File: src/rtl/fmul_arb.sv
// fmul_arb: shares one combinational single-precision multiplier between two
// requesters. Each requester has a valid/ready request channel and a
// valid/ready response channel. A round-robin arbiter picks at most one
// request per cycle. The operands go into a stage-1 register. The product is
// then captured in the winning requester's private result buffer.
// Each requester may have at most one operation in flight.
//
// Ports:
//   clk                  clock, all state changes on the rising edge
//   rst                  synchronous active-high reset
//   req_valid[1:0]       requester i presents operands
//   req_ready[1:0]       requester i accepted this cycle (one-hot or zero)
//   req_x1_0, req_x2_0   requester 0 operands
//   req_x1_1, req_x2_1   requester 1 operands
//   rsp_valid[1:0]       result buffer i holds a result
//   rsp_ready[1:0]       requester i consumes its result this cycle
//   rsp_y_0, rsp_y_1     result buffers
module fmul_arb (
    input  logic        clk,
    input  logic        rst,
    input  logic [1:0]  req_valid,
    output logic [1:0]  req_ready,
    input  logic [31:0] req_x1_0,
    input  logic [31:0] req_x2_0,
    input  logic [31:0] req_x1_1,
    input  logic [31:0] req_x2_1,
    output logic [1:0]  rsp_valid,
    input  logic [1:0]  rsp_ready,
    output logic [31:0] rsp_y_0,
    output logic [31:0] rsp_y_1
);

    logic        s1Valid_q, s1Valid_d;
    logic        s1Tag_q, s1Tag_d;
    logic [31:0] s1X1_q, s1X1_d;
    logic [31:0] s1X2_q, s1X2_d;
    logic        rrPtr_q, rrPtr_d;
    logic [1:0]  rspValid_q, rspValid_d;
    logic [31:0] rspY0_q, rspY0_d;
    logic [31:0] rspY1_q, rspY1_d;

    logic [1:0]  eligible;
    logic [1:0]  cand;
    logic [1:0]  grant;

    logic [23:0] mantA, mantB;
    logic [47:0] prod;
    logic        zeroOp;
    logic [9:0]  expSum;
    logic [9:0]  expBiased;
    logic [22:0] mantOut;
    logic [31:0] fmulY;
    logic        unused_bits;

    // Arbitration. A requester is blocked while its operation sits in stage 1.
    // It is also blocked while its result buffer is full and not being drained
    // this cycle. A buffer that drains this cycle is empty again before the
    // new result lands, so the grant is allowed. On a tie, the requester
    // that did not win last time is granted.
    always_comb begin
        eligible[0] = !(s1Valid_q && (s1Tag_q == 1'b0)) && !(rspValid_q[0] && !rsp_ready[0]);
        eligible[1] = !(s1Valid_q && (s1Tag_q == 1'b1)) && !(rspValid_q[1] && !rsp_ready[1]);
        cand = req_valid & eligible;
        grant = 2'b00;
        if (!rst) begin
            case (cand)
                2'b01:   grant = 2'b01;
                2'b10:   grant = 2'b10;
                2'b11:   grant = rrPtr_q ? 2'b01 : 2'b10;
                default: grant = 2'b00;
            endcase
        end
    end

    assign req_ready = grant;

    // Multiplier. It reads only the stage-1 registers. The hidden-bit product is
    // normalised on its MSB and truncated. A zero operand forces the
    // exponent sum to 0. Subtracting the bias then always underflows, which
    // flushes the result to a signed zero. Exponent overflow is left to wrap.
    always_comb begin
        mantA     = {1'b1, s1X1_q[22:0]};
        mantB     = {1'b1, s1X2_q[22:0]};
        prod      = mantA * mantB;
        zeroOp    = (s1X1_q[30:0] == 31'd0) || (s1X2_q[30:0] == 31'd0);
        expSum    = zeroOp ? 10'd0 : ({2'b00, s1X1_q[30:23]} + {2'b00, s1X2_q[30:23]});
        expBiased = expSum - 10'd127 + {9'd0, prod[47]};
        mantOut   = prod[47] ? prod[46:24] : prod[45:23];
        if (expBiased[9]) begin
            fmulY = {s1X1_q[31] ^ s1X2_q[31], 31'd0};
        end else begin
            fmulY = {s1X1_q[31] ^ s1X2_q[31], expBiased[7:0], mantOut};
        end
    end

    assign unused_bits = ^{prod[22:0], expBiased[8]};

    // Next-state logic for stage 1, the round-robin pointer and the result
    // buffers. A buffer reload takes priority over a consume on the same edge.
    always_comb begin
        rrPtr_d   = rrPtr_q;
        s1Valid_d = |grant;
        s1Tag_d   = s1Tag_q;
        s1X1_d    = s1X1_q;
        s1X2_d    = s1X2_q;
        if (|grant) begin
            rrPtr_d = grant[1];
            s1Tag_d = grant[1];
            s1X1_d  = grant[1] ? req_x1_1 : req_x1_0;
            s1X2_d  = grant[1] ? req_x2_1 : req_x2_0;
        end

        rspValid_d = rspValid_q & ~rsp_ready;
        rspY0_d    = rspY0_q;
        rspY1_d    = rspY1_q;
        if (s1Valid_q && (s1Tag_q == 1'b0)) begin
            rspValid_d[0] = 1'b1;
            rspY0_d       = fmulY;
        end
        if (s1Valid_q && (s1Tag_q == 1'b1)) begin
            rspValid_d[1] = 1'b1;
            rspY1_d       = fmulY;
        end
    end

    // State registers. Reset drops everything in flight. The pointer starts
    // at 1 so that requester 0 wins the first tie.
    always_ff @(posedge clk) begin
        if (rst) begin
            s1Valid_q  <= 1'b0;
            s1Tag_q    <= 1'b0;
            s1X1_q     <= 32'd0;
            s1X2_q     <= 32'd0;
            rrPtr_q    <= 1'b1;
            rspValid_q <= 2'b00;
            rspY0_q    <= 32'd0;
            rspY1_q    <= 32'd0;
        end else begin
            s1Valid_q  <= s1Valid_d;
            s1Tag_q    <= s1Tag_d;
            s1X1_q     <= s1X1_d;
            s1X2_q     <= s1X2_d;
            rrPtr_q    <= rrPtr_d;
            rspValid_q <= rspValid_d;
            rspY0_q    <= rspY0_d;
            rspY1_q    <= rspY1_d;
        end
    end

    assign rsp_valid = rspValid_q;
    assign rsp_y_0   = rspY0_q;
    assign rsp_y_1   = rspY1_q;

endmodule

File: config.mk
export PLATFORM = sky130hd
export DESIGN_NAME = fmul_arb
export DESIGN_NICKNAME = d
export VERILOG_FILES = /design/src/rtl/fmul_arb.sv
export SDC_FILE = /design/constraint.sdc
export NUM_CORES = 2
export LEC_CHECK = 0
export CAP_MARGIN = 20
export CORE_MARGIN = 3
export CORE_UTILIZATION = 55
export DETAILED_ROUTE_END_ITERATION = 10
export GPL_TIMING_DRIVEN = 0
export PLACE_DENSITY = 0.74
export SYNTH_ARGS = -nofsm -noshare
export SYNTH_HDL_FRONTEND = slang
export SYNTH_SLANG_ARGS = --single-unit
export TNS_END_PERCENT = 30
File: constraint.sdc
create_clock -name clk -period 11.95 [get_ports clk]
set_input_delay 2.39 -clock clk [delete_from_list [all_inputs] [get_ports clk]]
set_output_delay 2.39 -clock clk [all_outputs]
set_load 0.01 [all_outputs]
==> metrics.txt <==
status=finished, final reports clean; met1 Track Usage GR=43.1%; Max FO, Critical Path=10; DRT Pass-1 Iters=7; DRT iter0 DRCs=1610; post-synthesis mux area share=0.803%; Non-Filler Instances=3658; largest family of logic cells by synthesized area=adder cells; Yosys top cell area share=39.7%; vias in the first global route=22400; initial antenna violation count=3; Hold Slack=0.447 ns; syn_nets=3634; met2 Track Usage GR=60.5%; most common cell in the netlist=inv_1; Hold Crit Class=flip-flop to flip-flop; placed insts=3625; Max Slew Vio Count=0; XOR/XNOR Fraction of Synth Area=1.51%; Slew HR=roughly a quarter; Syn Area/Cell=between 8 and 9 sq um; WL final=roughly 82 mm; Net Sw Frac=a little over half; Worst R2R End=rsp_y_0[22]$_SDFFE_PP0P_; Sink Count=between 100 and 150; Synth Instances=2839; crit end category=flip-flop; gr busiest metal=met2; Reg clk slew, reported paths=0.06 ns; WHS Endpoint=rsp_y_0[10]$_SDFFE_PP0P_; core box area=43400 sq um; global-route wire length before repair=127 mm; clock power share=between 10% and 20%; #FFs+latches synth=133; Worst Hold Path Cells=2; Clk Latency, worst-skew pair=0.44 ns; YS warnings=0; DRC=0; clock root buffer=clkbuf_16; Comb pwr share=67.3%; R2R Path Start=s1X2_q[8]$_SDFFE_PP0P_; sequential power share=17.1%; grt ovf=0; DR vias=20800; Area growth syn-to-layout=13.6%; largest net degree at the start of global routing=17; row cnt=76; P_leak=13.0 nW; gpl congestion=1.04; slowest stage delay, CP=0.87 ns; setup TNS=0 ns; Worst setup SP type=flip-flop; RSZ-0062 raised after global routing=no; register area share after synthesis=11.0%; max_cap viols=0; fmax=91.7 MHz; die width=216 um; GR Layer Usage met3=about 7.8%; Synth async-reset ratio=0%; critical path type=flip-flop to flip-flop; Die Y=216 um; Top FF cell, synth=dfxtp_1; fin crit share=just over 90%; CTS tree=built; Post-synth EDFFs=0; simple-gate share of the synthesized area=17.8%; Cell Area, Synth=roughly 24000 sq um; Initial Util=56.1%; I/O pin total=202; Crit path arrival time=11.28 ns; WL/cell=roughly 22 um; commonest cells in the netlist=inv_1, nand2_1, fa_1; Area contributors post-synth=fa_1, dfxtp_1, ha_1, inv_1, nand2_1; number of library cell types mapped by synthesis=63; share of cells above drive strength 1=1.66%; worst-case reg-to-reg path depth=35; dominant cell type by area after synthesis=fa_1; P_sw=1.72 mW; Filler cells=3776; H-tree depth=4; Setup violations, final=0; Peak VDD IR=0.0000963 V; hold buffers post-CTS=0; Port Buffers=201; TritonCTS Buffers=17; Synth Area in Adders=about half; internal power=1.57 mW; full die area=46800 sq um; Layout Skew=0.0172 ns; postcts setup bufs=0; NumNets Final=3854; Hold Fails Final Rpt=0; fin crit period=10.90 ns; Hold Path Origin=rsp_y_0[10]$_SDFFE_PP0P_; pwr dens=119 nW/um^2; GRT Overall Usage=between 30% and 40%; CTS resizes=0; vias per cell=5.70; antenna-violating nets left=0; Synth Area in Compound Gates=under 10%; Slew @ Worst Pin=roughly 1.1 ns; reg-to-reg setup timing slack=roughly 1.0 ns; cell repeated most along the worst path=fa_1; CP Data Required Time=12.33 ns; Slowest cell on crit path=nor3_1; DP Wirelength=69.4 mm; Clock Path Buffers=2
==> cells by family (layout without fill, tap and decap cells) <==
kind of cell    after synthesis  in the layout
compound gates              290            290
xor+xnor                     42             42
fa+ha+maj                   661            661
buf+inv                     747            980
flops                       133            133
mux                          19             19
other cells                   0              1
simple gates                947            947
==> cell usage in the layout (no fill, tap or decap), types with 5 or more instances in the layout <==
cell               n
nor3_1            10
clkdlybuf4s50_1  201
a21o_1            22
o21ai_1            5
a31oi_1            7
xnor2_1           26
o21ai_0           52
inv_1            580
clkbuf_1         152
nand4_1           19
nor2b_1            6
or3_1              7
o21bai_1          10
o21a_1             6
nor2_1           135
and2_1           219
ha_1             179
xor2_1            16
nand3_1            8
a22o_1            16
mux2i_1           18
a21oi_1           64
fa_1             482
a311oi_1          64
nand2_1          506
nor4_1            15
clkbuf_16         17
buf_1              5
inv_6              5
dfxtp_1          133
a211oi_1           6
and3_1             8
==> per-layer routing <==
metal / wire length (um) / vias to the layer above / part of all wire (%)
met4: 5520 / 0 / 6.7
met3: 7700 / 279 / 9.4
met5: 0 / - / 0
met1: 29800 / 10300 / 36
met2: 39200 / 1136 / 48
li1: - / 9087 / -
==> sequential cells by signal, summed over array words and instances (netlist names) <==
signal / count
s1Tag_q: 1
rsp_y_1: 32
rrPtr_q: 1
s1Valid_q: 1
s1X2_q: 32
rsp_valid: 2
rsp_y_0: 32
s1X1_q: 32
==> worst max path at each step <==
stage	startpoint	slack (ns)	to	cells after the start
after global placement	s1X2_q[8]$_SDFFE_PP0P_	1.39	rsp_y_1[22]$_SDFFE_PP0P_	36
after global routing	s1X2_q[8]$_SDFFE_PP0P_	0.61	rsp_y_0[22]$_SDFFE_PP0P_	37
final	s1X2_q[8]$_SDFFE_PP0P_	1.05	rsp_y_0[22]$_SDFFE_PP0P_	35
after floorplan	s1X2_q[3]$_SDFFE_PP0P_	3.32	rsp_y_1[22]$_SDFFE_PP0P_	36
after CTS	s1X2_q[8]$_SDFFE_PP0P_	1.22	rsp_y_0[22]$_SDFFE_PP0P_	36
after detailed placement	s1X2_q[8]$_SDFFE_PP0P_	1.26	rsp_y_0[22]$_SDFFE_PP0P_	36
==> cell type report <==
cell class | count | area [sq um] | area share [%]
Tap cell | 585 | 732 | 2.65
Inverter | 583 | 2190 | 7.92
Buffer | 164 | 654 | 2.37
Clock buffer | 18 | 429 | 1.55
Antenna cell | 1 | 2.50 | 0.00906
Clock inverter | 14 | 143 | 0.516
Multi-Input combinational cell | 1959 | 18800 | 68.1
Sequential cell | 133 | 2660 | 9.64
Timing Repair Buffer | 201 | 2010 | 7.28
==> power by group through the flow <==
stage                     logic (mW)  registers (mW)  clock network, mW
after floorplan                 1.39           0.536                  0
after global placement          2.12           0.566                  0
after detailed placement        2.17           0.568                  0
after CTS                       2.18           0.559              0.516
after global routing            2.42           0.566              0.534
final                           2.21           0.563              0.513
==> worst max-delay path, delay by kind of cell (launching register included) <==
kind	cells	cell delay, ns
adders and majority gates	9	4.08
muxes	1	0.22
AOI/OAI and AO/OA	5	1.21
buffers and inverters	12	2.64
DFF	1	0.31
and+or+nand+nor	8	2.36
==> through the flow <==
stage               total power, mW  cell area (sq um)  util (%)  worst slack, ns
floorplan                      1.93              24300         -             3.32
global placement               2.69              27100      62.4             1.39
detailed placement             2.74              27100      62.4             1.26
CTS                            3.26              27600      63.7             1.22
global route                   3.52              27600      63.7            0.612
finish                         3.29              27600      63.7             1.05
Note: power is estimated with default switching activity, not from simulation.
